<file path="src/rtl/painel_shift_reg.sv">
// painel_shift_reg: panel row shift register with load, rotate/fill, auto-scroll prescaler and manual step
module painel_shift_reg #(
    parameter int WIDTH = 8,
    parameter int DIV_W = 16,
    parameter int POS_W = $clog2(WIDTH)
) (
    input  logic             CLK,
    input  logic             RST_N,
    input  logic [1:0]       mode,
    input  logic [WIDTH-1:0] load_data,
    input  logic             rotate,
    input  logic             fill_bit,
    input  logic [DIV_W-1:0] step_div,
    input  logic             start,
    input  logic             stop,
    input  logic             step,
    output logic [WIDTH-1:0] Q,
    output logic [POS_W-1:0] pos,
    output logic             wrap,
    output logic             busy
);
    typedef enum logic {IDLE, RUN} state_t;
    state_t state, state_next;
    logic [DIV_W-1:0] cnt, cnt_next;
    logic [WIDTH-1:0] q_next;
    logic load, shift, in_bit, pos_last;
    always_comb begin
        state_next = stop ? IDLE : (start ? RUN : state);
        load       = mode == 2'b01;
        shift      = mode[1] && (state == RUN ? cnt >= step_div : step);
        in_bit     = rotate ? (mode[0] ? Q[WIDTH-1] : Q[0]) : fill_bit;
        q_next     = mode[0] ? {Q[WIDTH-2:0], in_bit} : {in_bit, Q[WIDTH-1:1]};
        pos_last   = pos == POS_W'(WIDTH - 1);
        // prescaler only counts while staying in RUN; mode 00 freezes it
        cnt_next   = (state != RUN || state_next != RUN || load || shift) ? '0 :
                     mode[1] ? cnt + DIV_W'(1) : cnt;
    end
    always_ff @(posedge CLK or negedge RST_N) begin
        if (!RST_N) begin
            state <= IDLE;
            busy  <= 1'b0;
            cnt   <= '0;
            Q     <= '0;
            pos   <= '0;
            wrap  <= 1'b0;
        end else begin
            state <= state_next;
            busy  <= state_next == RUN;
            cnt   <= cnt_next;
            wrap  <= !load && shift && pos_last;
            if (load) begin
                Q   <= load_data;
                pos <= '0;
            end else if (shift) begin
                Q   <= q_next;
                pos <= pos_last ? '0 : pos + POS_W'(1);
            end
        end
    end
endmodule

</file>
<file path="config.mk">
export PLATFORM = sky130hd
export DESIGN_NAME = painel_shift_reg
export DESIGN_NICKNAME = d
export VERILOG_FILES = /design/src/rtl/painel_shift_reg.sv
export SDC_FILE = /design/constraint.sdc
export NUM_CORES = 1
export LEC_CHECK = 0
export BUFFER_PORTS_ARGS = -buffer_cell sky130_fd_sc_hd__buf_2
export CORE_MARGIN = 4
export CORE_UTILIZATION = 54
export DETAILED_ROUTE_END_ITERATION = 10
export MAX_ROUTING_LAYER = met4
export PLACE_DENSITY = 0.84
export SETUP_SLACK_MARGIN = 0.3
export SYNTH_ARGS = -nofsm -noshare
export SYNTH_HDL_FRONTEND = slang
export SYNTH_SLANG_ARGS = --single-unit
</file>
<file path="constraint.sdc">
create_clock -name CLK -period 4 [get_ports CLK]
set_clock_uncertainty 0.2 [all_clocks]
set_input_delay 0 -clock CLK [delete_from_list [all_inputs] [get_ports CLK]]
set_output_delay 0 -clock CLK [all_outputs]
set_load 0.05 [all_outputs]
</file>
==> results.tsv, run 1 <==
metric	value	unit
full die area	4770	µm²
start point of the critical path	cnt[10]	
die height	69.1	µm
Hold Fails Final Rpt	0	
first-pass GRT wire length	8180	µm
fmax	275	MHz
worst-case clock buffer depth	2	
synth unique cells	42	
Crit Path Class	reg -> reg	
total global routing track utilization	21.8	%
r2r startpoint	cnt[10]	
RSZ-0062 raised after global routing	no	
Syn Nets	267	
DRC viols	0	
initial drt markers	136	
standard-cell rows	21	
# clock sinks	29	
dpl cell area	2260	µm²
Finish-stage setup viols	0	
register area	726	µm²
Mapped Cells	215	
area of the multi-input gates	1190	µm²
pin count of the biggest net entering global routing	30	
commonest non-fill, non-tap cell in the layout	buf_2	
Ant. Diodes	0	
flop2flop setup slack	0.36	ns
Worst-path clk slew	0.08	ns
metal3 WL	334	µm
overall routed net length	5170	µm
overall die width	69.1	µm
Synth Warn #	0	
GRT overflow	0	
vias post-DR	1842	
CTS buffer count	5	
Top Metal Used	met4	
Syn-to-layout area delta	26.7	%
CTS tree	done	
Layout Nets	331	
vias per cell	5.65	
reg2reg end	Q[0]	
Syn Std Cell Area	2020	µm²
IO buf count	45	
WL/cell	15.9	µm
IO Pins	46	
kind of end point of the critical path	flop	
Synth Area per Inst	9.38	µm²
asr flop ratio synth	100	%
CORE AREA	3470	µm²
Post-synth top flop	dfrtp_1	
initial antenna violation count	0	
vias in the first global route	1813	
number of synthesized flops with an enable pin	0	
peak supply drop	0.000332	V
drt first pass iters	4	
relative slew slack	43.1	%
crit path launch type	flop	
slew of the pin with the lowest slew margin	0.844	ns
fill count	259	
CTS root buf	clkbuf_8	
fin area	2550	µm²
CP arrival	3.61	ns
outcome	complete, no violations	
RePlAce Congestion	0.887	
Detail Route met2 WL	2510	µm
pwr dens	369	nW/µm²
FF-to-FF path depth	8	
crit path max fanout	7	
Initial Util	58.1	%
most frequent cells in the layout	45 x buf_2, 29 x dfrtp_1, 29 x nor2_1	
Max Cap Viol	0	
Antenna Nets Post-Route	0	
clk_lat worst skew	0.30	ns
number of synthesized register bits	29	
P_leak	1.26	nW
period utilization	91.0	%
Seq/Total Area, Yosys	36.0	%
Total Neg Setup Slack	0	ns
Max Transition Viols Final	0	
# H-tree levels	2	
worst hold path class	in -> async	
WP data required	3.97	ns
final core utilization	73.6	%
wire length on met1	2150	µm
layout cells sized above 1	26.8	%
post-DP HPWL	3230	µm
Final min period	3.64	ns
==> power breakdown <==
group          internal (mW)  switching (mW)
sequential             0.322          0.0359
combinational          0.117           0.195
clock                  0.155           0.116
total                  0.594           0.347
==> metal layers <==
layer	global-route usage, %	up-vias
li1	-	886
met1	25.5	860
met2	34.6	76
met3	5.23	20
met4	11.3	0
met5	-	-
==> flip-flops by register name, summed over array words and instances (netlist names) <==
name	count
state	1
cnt	16
pos	3
wrap	1
Q	8
==> synthesized netlist by cell type (5+ instances only) <==
master   number  area share (%)
nor2_1       29             5.4
inv_1        22             4.1
ha_1         19              12
xor2_1        9             3.9
o21ai_0       7             1.7
mux2_2        7             3.9
nand4_1       8             2.5
xnor2_1       5             2.2
mux2i_1       8             4.0
nand2_1      17             3.2
nand3_1       6             1.5
dfrtp_1      29              36
==> worst max-delay path by stage <==
stage / to / slack [ns]
2_1_floorplan: Q[3] / 1.17
3_3_place_gp: cnt[1] / 0.96
3_5_place_dp: cnt[0] / 0.87
4_1_cts: Q[1] / 0.37
5_1_grt: Q[0] / 0.26
6_report: Q[0] / 0.36
==> cell type report <==
class,count,area share (%)
Multi-Input combinational cell,158,46.5
Sequential cell,29,28.4
Timing Repair Buffer,63,15.6
Clock buffer,7,3.77
Inverter,22,3.23
Tap cell,46,2.25
Clock inverter,1,0.196
==> cell families after synthesis <==
kind of cell / Yosys count / synth area share (%)
AO/OA/AOI/OAI: 31 / 12.7
XOR/XNOR: 14 / 6.08
adder cells (fa/ha/maj): 19 / 11.8
buffers and inverters: 29 / 6.02
flip-flops: 29 / 36.0
multiplexers: 15 / 7.88
AND/OR/NAND/NOR: 78 / 19.5
==> critical path, stage by stage (launching register included) <==
cell	delay, ns
dfrtp_1	0.43
ha_1	0.31
nand4_1	0.14
or3_1	0.37
or4_4	0.48
a31oi_4	0.34
mux2_2	0.39
o221a_2	0.25
dlygate4sd3_1	0.60
==> what timing repair did <==
item | CTS | global route
setup endpoints to repair | 0 | 4
hold endpoints to repair | 39 | 0
setup buffers | 0 | 3
hold buffers | 15 | 0
gates resized for setup | 0 | 1
==> stage by stage <==
step / setup WS (ns) / hold WS [ns] / cells / total power [mW]
after floorplan: 1.17 / -0.496 / 215 / 0.559
after global placement: 0.963 / -0.137 / 299 / 0.628
after detailed placement: 0.875 / -0.138 / 299 / 0.635
after CTS: 0.375 / 0.0487 / 322 / 0.923
after global routing: 0.259 / 0.119 / 326 / 0.987
final: 0.359 / 0.0667 / 326 / 0.941
(Power assumes the default switching activity.)
==> run 2, diff against run 1 <==
--- a/config.mk
+++ b/config.mk
@@ -5,6 +5,7 @@
 export SDC_FILE = /design/constraint.sdc
 export NUM_CORES = 1
 export LEC_CHECK = 0
+export ABC_AREA = 1
 export BUFFER_PORTS_ARGS = -buffer_cell sky130_fd_sc_hd__buf_2
 export CORE_MARGIN = 4
 export CORE_UTILIZATION = 54
==> results.tsv, run 2 <==
metric	value	unit
standard-cell rows	22	
Final min period	2.15	ns
Yosys top cell area share	35.5	%
WP data required	3.97	ns
commonest non-fill, non-tap cell in the layout	nand2_1	
overall routed net length	4810	µm
IO Pins	46	
overall die width	69.5	µm
RePlAce Congestion	0.890	
Mapped Cells	276	
first-pass GRT wire length	8170	µm
number of synthesized flops with an enable pin	0	
relative slew slack	57.0	%
CTS buffer count	5	
outcome	complete, no violations	
drt first pass iters	5	
top-count cell post-synth	nand2_1	
Sw Ratio	35.7	%
initial antenna violation count	0	
vias in the first global route	1913	
Ant. Diodes	0	
Synth Warn #	0	
Compound-Gate Fraction of Synth Area	5.39	%
fmax	464	MHz
dpl cell area	2290	µm²
placed cell count	364	
non-filler cells, final	390	
Hold Fails Final Rpt	0	
period utilization	53.8	%
Most flops, register	cnt	
Seq/Total Area, Yosys	35.5	%
crit path launch type	flop	
number of synthesized register bits	29	
worst-case clock buffer depth	2	
Most Crowded Layer GR	met2	
Worst-path clk slew	0.07	ns
CP arrival	2.12	ns
IO buf count	45	
CTS root buf	clkbuf_8	
CTS tree	done	
# H-tree levels	2	
initial drt markers	124	
post-cts sizing count	0	
Syn Nets	328	
WL/cell	12.3	µm
asr flop ratio synth	100	%
crit path max fanout	16	
Psw	0.306	mW
dominant cells by area after synthesis	dfrtp_1 35%, nand2_1 15%, ha_1 12%, nand3_1 6.6%, inv_1 6.4%	
DRC viols	0	
Max Transition Viols Final	0	
full die area	4830	µm²
final core utilization	70.3	%
kind of end point of the critical path	flop	
P_leak	1.40	nW
clock share of power	31.4	%
cell accounting for the most synthesized area	dfrtp_1	
DP Worst Slack	1.86	ns
pwr dens	334	nW/µm²
Synth Area in Adders	11.6	%
Logic pwr share	28.4	%
grt met1 use	25.5	%
Total Neg Setup Slack	0	ns
Layout Nets	393	
RSZ-0062 raised after global routing	no	
Syn-to-layout area delta	25.8	%
Finish-stage setup viols	0	
fill count	291	
Antenna Nets Post-Route	0	
Crit Path Class	reg -> reg	
GRT overflow	0	
die height	69.5	µm
vias per cell	5.13	
Post-Synth Simple-Gate Area	35.2	%
Int Pwr	0.552	mW
area of the multi-input gates	1140	µm²
largest family of logic cells by synthesized area	simple AND/OR/NAND/NOR gates	
Synth Area per Inst	7.41	µm²
max reg flops	16	
layout cells sized above 1	22.2	%
grt met2 use	34.4	%
fin area	2570	µm²
worst hold path class	in -> reg	
pin count of the biggest net entering global routing	30	
Post-synth top flop	dfrtp_1	
largest registers	cnt: 16 flops, Q: 8 flops, pos: 3 flops	
met3 Use GR	5.65	%
# clock sinks	29	
vias post-DR	1999	
Max Cap Viol	0	
CORE AREA	3660	µm²
most frequent cells in the layout	79 x nand2_1, 45 x buf_2, 35 x inv_1	
post-DP HPWL	3540	µm
total global routing track utilization	21.3	%
Synth Area in XOR/XNOR	3.43	%
Synth top cells by count	79 x nand2_1, 35 x inv_1, 29 x dfrtp_1, 27 x nand3_1, 23 x nor2_1	
PnR worst setup slack	1.85	ns
Syn Std Cell Area	2040	µm²
synth unique cells	29	
power share of the sequential group	40.1	%
peak supply drop	0.000331	V
slew of the pin with the lowest slew margin	0.644	ns
register area	726	µm²
post-synthesis mux area share	0	%
clk_lat worst skew	0.28	ns
Initial Util	55.8	%
run 2: cell types whose count changed in the layout (fill, tap and decap cells not counted), sizes merged, moves of 7 or more:
cell and delta:
nand3 +22, inv +16, nor2 +8, mux2i -8, nand2 +65, mux2 -7
run 2: logic make-up after synthesis:
kind of cell	after synthesis
buffers and inverters	43
adder cells (fa/ha/maj)	19
AND/OR/NAND/NOR	159
AO/OA/AOI/OAI	18
flip-flops	29
XOR/XNOR	8
run 2: final cells by class:
| type | count | share of cell area, % |
|---|---|---|
| sequential | 29 | 28.2 |
| tap | 48 | 2.33 |
| clock inverter | 1 | 0.195 |
| multi-input combinational | 204 | 44.2 |
| clock buffer | 7 | 3.75 |
| timing repair buffer | 63 | 15.8 |
| inverter | 38 | 5.54 |
run 2: path summary, 6_finish.rpt:
check	startpoint	end	slack (ns)	cells past startpoint
worst min-delay path	mode[0]	Q[1]	0.01	5
worst max register to register	cnt[11]	Q[5]	1.85	9
worst min register to register	Q[1]	Q[1]	0.36	2
max in group asynchronous	RST_N	cnt[12]	3.10	2
min in group asynchronous	RST_N	cnt[8]	0.07	2
worst max-delay path	cnt[11]	Q[5]	1.85	9
run 2: timing repair:
action                                 CTS  global route
endpoints found under the hold margin   42             0
hold buffers                            18             0
setup endpoints to repair                0             0
buffers inserted                         0             0
run 2: power by group through the flow:
| stage | Sequential (mW) | Clock (mW) | Combinational, mW |
|---|---|---|---|
| 6_report | 0.344 | 0.270 | 0.244 |
| 5_1_grt | 0.348 | 0.287 | 0.266 |
| 4_1_cts | 0.343 | 0.271 | 0.243 |
| 3_5_place_dp | 0.347 | 0 | 0.221 |
| 3_3_place_gp | 0.348 | 0 | 0.217 |
| 2_1_floorplan | 0.423 | 0 | 0.0789 |
run 2: per-layer routing:
layer	wire length, µm	vias to the layer above
met1	2120	902
met3	304	20
met5	0	-
li1	-	1006
met4	119	0
met2	2270	71
run 2: worst max-delay path: stages (launching register included):
cell     delay, ns
dfrtp_1       0.44
ha_1          0.33
a21oi_1       0.13
o21ai_0       0.14
a21oi_2       0.16
nand2_2       0.10
nand2_4       0.17
nand2_1       0.21
nand2_1       0.12
nand2_1       0.05
run 2: through the flow:
step / power, mW / hold WS, ns
global route: 0.901 / 0.0549
floorplan: 0.502 / -0.496
detailed placement: 0.568 / -0.136
global placement: 0.565 / -0.142
CTS: 0.857 / 0.00613
finish: 0.858 / 0.0114
==> run 3, diff against run 2 <==
--- a/config.mk
+++ b/config.mk
@@ -8,10 +8,10 @@
 export ABC_AREA = 1
 export BUFFER_PORTS_ARGS = -buffer_cell sky130_fd_sc_hd__buf_2
 export CORE_MARGIN = 4
-export CORE_UTILIZATION = 54
+export CORE_UTILIZATION = 49
 export DETAILED_ROUTE_END_ITERATION = 10
 export MAX_ROUTING_LAYER = met4
-export PLACE_DENSITY = 0.84
+export PLACE_DENSITY = 0.8
 export SETUP_SLACK_MARGIN = 0.3
 export SYNTH_ARGS = -nofsm -noshare
 export SYNTH_HDL_FRONTEND = slang
==> constraint.sdc (replaced) <==
create_clock -name CLK -period 1.95 [get_ports CLK]
set_clock_uncertainty 0.2 [all_clocks]
set_input_delay 0 -clock CLK [delete_from_list [all_inputs] [get_ports CLK]]
set_output_delay 0 -clock CLK [all_outputs]
set_load 0.05 [all_outputs]
==> results.tsv, run 3 (synthesis results as in run 2) <==
metric	value	unit
dpl cell area	2440	µm²
Psw	0.677	mW
Crit path buffers/inverters	1	
failing checks	negative hold slack, negative setup slack	
Syn-to-layout area delta	43.5	%
CORE AREA	4030	µm²
CP arrival	1.98	ns
Max Cap Viol	0	
pwr dens	660	nW/µm²
worst hold path class	in -> reg	
reg2reg end	cnt[1]	
total global routing track utilization	22.5	%
P_leak	1.52	nW
vias in the first global route	2008	
slowest cell on the critical path	dfrtp_1	
Antenna Nets Post-Route	0	
layout cells sized above 1	33.1	%
Hold Fails Final Rpt	2	
vias per cell	5.11	
crit path launch type	flop	
kind of end point of the critical path	flop	
DRC viols	0	
overall die width	72.6	µm
fin area	2930	µm²
Finish-stage setup viols	13	
delay-heaviest family, CP	simple AND/OR/NAND/NOR gates	
clk_lat worst skew	0.29	ns
worst setup path end	cnt[1]	
first-pass GRT wire length	9030	µm
Layout Nets	414	
Ant. Diodes	0	
Logic pwr share	29.1	%
cell depth of the worst setup path	13	
Most flops, register	cnt	
WL/cell	13.2	µm
Initial Util	50.7	%
area of the multi-input gates	1310	µm²
crit-path cells	ha_4 -> nand2_2 -> nor2_1 -> nor2_1 -> nand2_1 -> nand2_1 -> nand2_1 -> nand2_1 -> nand2_2 -> nand2_8 -> buf_6 -> nand3b_1 -> nand2_1	
PnR worst setup slack	-0.0469	ns
RSZ-0062 raised after global routing	yes	
most used cell, CP	nand2_1	
start point of the critical path	cnt[1]	
Max Transition Viols Final	0	
overall routed net length	5470	µm
most frequent cells in the layout	73 x nand2_1, 45 x buf_2, 34 x inv_1	
die height	72.6	µm
initial antenna violation count	0	
post-DP HPWL	3540	µm
vias post-DR	2112	
peak supply drop	0.000441	V
clock share of power	34.0	%
GRT overflow	0	
commonest non-fill, non-tap cell in the layout	nand2_1	
CTS buffer count	5	
register area	727	µm²
r2r startpoint	cnt[1]	
Hold Slack	-0.0148	ns
Worst-path clk slew	0.07	ns
drt first pass iters	4	
slew of the pin with the lowest slew margin	0.883	ns
CTS root buf	clkbuf_8	
crit path max fanout	6	
# clock sinks	29	
initial drt markers	112	
Critical Path Max Stage Delay	0.41	ns
IO Pins	46	
FF-to-FF path depth	13	
RePlAce Congestion	0.912	
pin count of the biggest net entering global routing	30	
Sw Ratio	34.9	%
standard-cell rows	23	
power share of the sequential group	36.8	%
fill count	313	
WP data required	1.93	ns
fmax	501	MHz
Final min period	2.00	ns
max reg flops	16	
relative slew slack	40.7	%
worst-case clock buffer depth	2	
Crit Path Class	reg -> reg	
CTS tree	done	
period utilization	102	%
outcome	complete, but fails checks	
largest registers	cnt: 16 flops, Q: 8 flops, pos: 3 flops	
Int Pwr	1.26	mW
flop2flop setup slack	-0.05	ns
IO buf count	45	
overall power	1.94	mW
# H-tree levels	2	
full die area	5270	µm²
## run 3: cell count changes in the layout (fill, tap and decap cells not counted), sizes merged
cell,change
clkinv,-1
buf,+19
dlygate4sd3,+2
bufinv,+1
## run 3: through the flow
step / setup WS [ns] / utilization [%] / cells / hold WS, ns / TNS [ns]
detailed placement: -0.0281 / 60.6 / 380 / -0.137 / -0.247
CTS: -0.0375 / 70.3 / 410 / -0.0608 / -0.274
global route: -0.157 / 72.8 / 413 / 0.0281 / -2.19
finish: -0.0469 / 72.8 / 413 / -0.0148 / -0.361
floorplan: 0.130 / - / 276 / -0.496 / 0
global placement: 0.0216 / 60.6 / 380 / -0.141 / 0
## run 3: cell type report
cell class	count	share of cell area, %
multi-input combinational	204	44.5
inverter	38	4.86
sequential	29	24.8
clock buffer	7	2.94
timing repair buffer	84	19.7
clock inverter	1	1.02
tap	50	2.13
## run 3: worst min path at each step
stage / startpoint / endpoint / slack [ns] / depth (start not counted)
5_1_grt: stop / cnt[0] / 0.03 / 6
3_5_place_dp: RST_N / cnt[6] / -0.14 / 1
3_3_place_gp: RST_N / cnt[6] / -0.14 / 1
4_1_cts: mode[1] / cnt[1] / -0.06 / 4
2_1_floorplan: RST_N / Q[0] / -0.50 / 0
6_report: stop / cnt[0] / -0.01 / 6
## run 3: worst min-delay path, stage by stage
cell and delay [ns]:
buf_2 0.09, nor2_1 0.05, nand3_2 0.13, inv_1 0.08
nand2_1 0.06, nand2_1 0.04
## run 3: power groups by stage
stage                     clock network (mW)  registers, mW  logic (mW)
after floorplan                            0          0.873       0.172
after global placement                     0          0.717       0.460
after detailed placement                   0          0.718       0.468
after CTS                              0.662          0.709       0.531
after global routing                   0.687          0.721       0.610
final                                  0.659          0.713       0.564
## run 3: routing by layer
layer | wire length (µm) | vias to the layer above | GRT usage [%]
met2 | 2890 | 71 | 38.5
met5 | 0 | - | -
met4 | 65 | 0 | 5.94
met3 | 333 | 7 | 5.37
li1 | - | 1053 | -
met1 | 2180 | 981 | 26.6
## run 3: what timing repair did
action / in CTS / in global routing
endpoints found under the hold margin: 43 / 2
buffers inserted: 4 / 1
cloned: 0 / 0
pin swaps: 9 / 6
gates resized for setup: 17 / 12
endpoints found under the setup margin: 28 / 28
hold buffers: 18 / 2
